### src/rtl/regfile_32x32_if.sv
// regfile_32x32_if: read/write port bundle for the register file; master drives addresses and write data.
interface regfile_32x32_if #(
   parameter int WIDTH      = 32,
   parameter int DEPTH_LOG2 = 5
);
   logic [DEPTH_LOG2-1:0] Ra;
   logic [DEPTH_LOG2-1:0] Rb;
   logic [DEPTH_LOG2-1:0] Wr;
   logic                  We;
   logic [WIDTH-1:0]      D;
   logic [WIDTH-1:0]      Qa;
   logic [WIDTH-1:0]      Qb;
   modport master (output Ra, Rb, Wr, We, D, input Qa, Qb);
   modport slave  (input Ra, Rb, Wr, We, D, output Qa, Qb);
endinterface

### src/rtl/regfile_32x32.sv
// regfile_32x32: 2R/1W register file, r0 hardwired to zero; define REGFILE_BYPASS_EN for write-through forwarding.
module regfile_32x32 #(
   parameter int WIDTH      = 32,
   parameter int DEPTH_LOG2 = 5
) (
   input  logic           Clk,
   input  logic           Clrn,
   regfile_32x32_if.slave bus
);
   localparam int N = 2**DEPTH_LOG2;
   logic [WIDTH-1:0] regs_q [N-1:1];
   logic [WIDTH-1:0] regs_d [N-1:1];
   logic             wr_en;
   logic [WIDTH-1:0] qa_st;
   logic [WIDTH-1:0] qb_st;
   assign wr_en = bus.We && (bus.Wr != '0);
   always_comb begin
      regs_d = regs_q;
      if (wr_en) regs_d[bus.Wr] = bus.D;
   end
   always_ff @(posedge Clk or negedge Clrn) begin
      if (!Clrn) regs_q <= '{default: '0};
      else       regs_q <= regs_d;
   end
   assign qa_st = (bus.Ra == '0) ? '0 : regs_q[bus.Ra];
   assign qb_st = (bus.Rb == '0) ? '0 : regs_q[bus.Rb];
`ifdef REGFILE_BYPASS_EN
   // wr_en excludes Wr==0, so a forwarded read can never hit r0
   assign bus.Qa = (Clrn && wr_en && bus.Ra == bus.Wr) ? bus.D : qa_st;
   assign bus.Qb = (Clrn && wr_en && bus.Rb == bus.Wr) ? bus.D : qb_st;
`else
   assign bus.Qa = qa_st;
   assign bus.Qb = qb_st;
`endif
endmodule

### src/flat_wrapper.sv
// flat-port wrapper written by rule: the top's interface ports become plain ports
module regfile_32x32_flat 
#(
   parameter int WIDTH      = 32,
   parameter int DEPTH_LOG2 = 5
)
  (Clk, Clrn, bus_Ra, bus_Rb, bus_Wr, bus_We, bus_D, bus_Qa, bus_Qb);
  regfile_32x32_if #(.WIDTH(WIDTH), .DEPTH_LOG2(DEPTH_LOG2)) bus_i ();
  input  logic Clk;
  input  logic Clrn;
  input wire logic [$bits(bus_i.Ra)-1:0] bus_Ra;
  input wire logic [$bits(bus_i.Rb)-1:0] bus_Rb;
  input wire logic [$bits(bus_i.Wr)-1:0] bus_Wr;
  input wire logic [$bits(bus_i.We)-1:0] bus_We;
  input wire logic [$bits(bus_i.D)-1:0] bus_D;
  output wire logic [$bits(bus_i.Qa)-1:0] bus_Qa;
  output wire logic [$bits(bus_i.Qb)-1:0] bus_Qb;
  assign bus_i.Ra = bus_Ra;
  assign bus_i.Rb = bus_Rb;
  assign bus_i.Wr = bus_Wr;
  assign bus_i.We = bus_We;
  assign bus_i.D = bus_D;
  assign bus_Qa = bus_i.Qa;
  assign bus_Qb = bus_i.Qb;
  regfile_32x32 #(.WIDTH(WIDTH), .DEPTH_LOG2(DEPTH_LOG2)) u_core (.Clk(Clk), .Clrn(Clrn), .bus(bus_i));
endmodule
### config.mk
export PLATFORM = sky130hd
export DESIGN_NAME = regfile_32x32_flat
export DESIGN_NICKNAME = d
export VERILOG_FILES = /design/src/rtl/regfile_32x32_if.sv /design/src/rtl/regfile_32x32.sv /design/src/flat_wrapper.sv
export SDC_FILE = /design/constraint.sdc
export NUM_CORES = 2
export LEC_CHECK = 0
export BUFFER_PORTS_ARGS = -buffer_cell sky130_fd_sc_hd__buf_2
export CORE_UTILIZATION = 45
export CTS_BUF_LIST = sky130_fd_sc_hd__clkbuf_4 sky130_fd_sc_hd__clkbuf_8 sky130_fd_sc_hd__clkbuf_16
export DETAILED_ROUTE_END_ITERATION = 8
export PLACE_DENSITY = 0.74
export SYNTH_ARGS = -nofsm -noshare
export SYNTH_HDL_FRONTEND = slang
export SYNTH_SLANG_ARGS = --single-unit
### constraint.sdc
create_clock -name Clk -period 1.5 [get_ports Clk]
set_input_delay 0.075 -clock Clk [delete_from_list [all_inputs] [get_ports Clk]]
set_output_delay 0.075 -clock Clk [all_outputs]
set_load 0.02 [all_outputs]
==> impl_summary.txt <==
----------------------------------------------------
[Synthesis]
  Number of library cell types mapped by synthesis ... 39
  Share of the synthesized area in the top cell type ... 46.5%
  Syn Area/Cell ... approximately 14 um^2
  Sequential-to-total area share from yosys stat ... 46.5%
  Mapped Nets ... 3734
  Post-synth top area cell ... dfrtp_1
  Number of warnings reported in the yosys synthesis log ... 0
  Leading post-synthesis cells by cell area ... dfrtp_1, mux2_2, mux4_2
  Post-synthesis cell count ... 3684
  Count of state elements after synthesis ... 992
  Post-synthesis instance area ... 53400 um^2

[GRT]
  Largest net degree at the start of global routing ... 91
  Global-route total usage across every layer ... 28.7%
  Total global routing overflow ... 0
  Via count of the first global-routing pass ... approximately 39000
  Antenna violations before repair ... 5
  Global-route wire length before repair ... 259000 um

[STA]
  Setup skew after layout ... 0 ps
  Final clock period utilization by the worst path ... 174%
  Shortest period the worst path allows ... 2610 ps
  Max Fclk ... 384 MHz
  Final setup margin ... -1110 ps
  Least-Margin Pin Slew ... a little over 800 ps
  Remaining max-slew budget at the tightest pin ... 46.3%
  Final Hold Vio Count ... 0
  Final Setup Violations ... 64
  Setup repair after global routing missed its margin ... yes
  Number of max-slew violations in the final report ... 0

[Power and ir drop]
  Portion of total power attributed to combinational logic ... 24.9%
  Net switching power of the design ... 24.0 mW
  Power per cell area ... roughly 1300 nW/um^2
  Net Sw Frac ... 28.1%
  Clock share of power ... 33.1%
  Total leakage power ... 29.6 nW
  Design Power ... 85.6 mW
  Flop pwr share ... roughly two fifths
  Maximum VDD drop ... 1010 uV
  Int Power ... 61.6 mW

[Worst setup path]
  Reg2reg setup slack ... 460 ps
  CP Data Arrival Time ... 2530 ps
  Required time worst endpoint ... between 1000 and 1500 ps
  Crit-path max cell delay ... 510 ps
  Worst-path maximum fanout ... 2
  Launching element type of the critical path ... flip-flop
  Critical path endpoint category ... output pin
  Worst setup path category ... flip-flop to output pin
  Library cell contributing the largest single delay on the critical path ... mux4_2
  Chain of cells forming the critical path ... mux4_2 -> mux2_4 -> a21oi_4 -> o211ai_1 -> buf_4 -> buf_6
  CP top delay family ... multiplexers
  Critical path buffer and inverter count ... 2

[Final layout]
  Proportion of layout cells with a drive suffix above 1 ... 61.7%
  Nets@finish ... 4310
  Final Non-Filler Cells ... about 5900
  Syn-to-layout area delta ... 25.6%
  Register with the highest flop count ... u_core.regs_q
  Largest register FFs ... 992
  Largest registers ... u_core.regs_q (992)

[Clock tree]
  Max Root-Sink Buffers ... 3
  Number of clock buffers inserted by TritonCTS ... 105
  H-Tree Depth ... 3
  Clock transition at the register clock pins on the worst setup and hold paths after CTS ... 60 ps
  Sink Count ... between 900 and 1000
  CTS root buffer ... clkbuf_16
  CTS tree ... done
  Clock network latency to the later pin of the worst-skew pair ... 710 ps

[Routing]
  DR DRC count ... 0
  Detailed-route vias per instance ... about 6.4
  Total number of vias ... 37600
  Wirelength per Cell ... slightly below 30 um
  Number of nets still failing antenna checks after routing ... 0
  Post-detailed-routing wire length ... 172000 um
  Router iterations before antenna repair ... 5
  First DRT Iteration DRCs ... slightly below 4000

[Floorplan]
  I/O pin total ... 114
  Effective utilization at floorplan ... 45.3%
  Overall die area ... ~120000 um^2
  Row count ... around 130
  Die span in y ... about 350 um
  Std-Cell Core Area ... about 120000 um^2
  Die width ... 347 um

[Placement]
  Port bufs ... 113
  Number of placed instances with taps included ... 5610
  Hpwl dp ... 114000 um
  Routability congestion estimate from global placement ... 0.875

[Status]
  Outcome ... finished with violations
  Violated checks ... negative setup slack

[Worst hold path]
  Type of the most critical hold path ... input pin to flip-flop

[Run]
  Max-capacitance violation count ... 0

----------------------------------------------------
-- metrics by stage --
step                TNS [ps]  utilization [%]  area [um^2]  hold WS [ps]  setup WS (ps)
finish                -57800             56.9        67100          29.6          -1110
global route          -61940             56.9        67100          34.6          -1150
CTS                   -60010             56.6        66800          3.59          -1100
detailed placement   -205920             52.4        61800         -7.93           -584
global placement     -185150             52.4        61800         -12.4           -569
floorplan               -273                -        54000          -221          -23.0
-- cells in the mapped netlist --
cell and number:
and2_1 2, buf_6 8, nand3_1 9, nand4_1 2
a21oi_1 60, a2111oi_0 3, nand3b_1 4, buf_2 120
a221oi_1 42, inv_1 1, o21ai_0 16, mux4_2 408
mux2i_1 181, and3b_1 1, o221ai_1 19, a311oi_1 1
a211oi_1 6, a41oi_1 5, nor2_1 78, buf_4 36
nor2_2 4, or3b_2 1, dfrtp_1 992, mux2_1 14
mux2_2 1082, nor3_1 40, o211ai_1 38, a22oi_1 32
a31oi_1 31, and3_1 1, or2_2 2, nand2b_1 4
clkbuf_1 164, and2b_1 2, nand2_1 122, o21ai_1 43
nor3b_1 4, nor2b_1 44, buf_1 62
-- cell usage in the layout (no fill, tap or decap), types with 27 or more instances in the layout --
master            n
buf_6            53
mux4_2          408
buf_12          172
mux2_2         1067
dlygate4sd3_1    32
nand2_1         105
mux2i_1         175
dfrtp_1         992
o211ai_1         38
nor2_1           63
a22oi_1          32
buf_4           551
nor3_1           32
clkbuf_16       105
a21oi_1          38
buf_2            45
o21ai_2          35
a221oi_1         34
nor2b_1          37
clkbuf_8         27
-- timing repair --
action | in CTS | in global routing
setup endpoints to repair | 64 | 64
pin swaps | 58 | 41
hold buffers | 32 | 0
endpoints found under the hold margin | 1779 | 0
resized for setup | 159 | 50
buffers inserted | 38 | 13
-- power groups by stage --
stage               sequential, mW  clock, mW  combinational [mW]
detailed placement            36.1          0                19.9
CTS                           35.7       28.6                21.0
floorplan                     34.8          0                13.4
global placement              35.7          0                19.4
finish                        35.9       28.3                21.3
global route                  36.4       29.7                22.7
-- per-layer routing --
metal  up-vias  track usage (%)  part of all wire, %
li1      15300                -                    -
met1     20100             37.8                   39
met2      1768             45.1                   47
met3       483             6.11                  8.2
met4         0             14.2                  5.3
met5         -                0                    0
-- worst paths after layout --
| check | from | end | depth (start not counted) |
|---|---|---|---|
| min reg2reg | u_core.regs_q[361] | u_core.regs_q[361] | 1 |
| max reg2reg | u_core.regs_q[310] | u_core.regs_q[310] | 3 |
| min in group asynchronous | Clrn | u_core.regs_q[730] | 3 |
| max in group asynchronous | Clrn | u_core.regs_q[767] | 3 |
| min | bus_D[21] | u_core.regs_q[533] | 2 |
| max | u_core.regs_q[200] | bus_Qb[8] | 6 |
-- layout make-up --
type / count / area (um^2)
Clock inverter: 52 / 729
Antenna cell: 5 / 12.5
Fill cell: 9026 / 50900
Clock buffer: 145 / 3100
Inverter: 1 / 3.75
Sequential cell: 992 / 24800
Multi-Input combinational cell: 2301 / 27700
Timing Repair Buffer: 859 / 8810
Tap cell: 1536 / 1920
-- worst reg2reg max path, stage by stage (launching register included) --
cell and delay [ps]:
dfrtp_1 420, buf_4 150, buf_4 110, mux2_2 250
-- cells by family (layout without fill, tap and decap cells) --
group / Yosys count / after routing / share of synthesized area (%)
DFF: 992 / 992 / 46.5
buffers and inverters: 391 / 1057 / 3.39
AOI/OAI and AO/OA: 296 / 296 / 3.69
muxes: 1685 / 1685 / 43.7
other: 0 / 5 / 0
and+or+nand+nor: 320 / 320 / 2.73
Power figures use the tool's default switching activity.
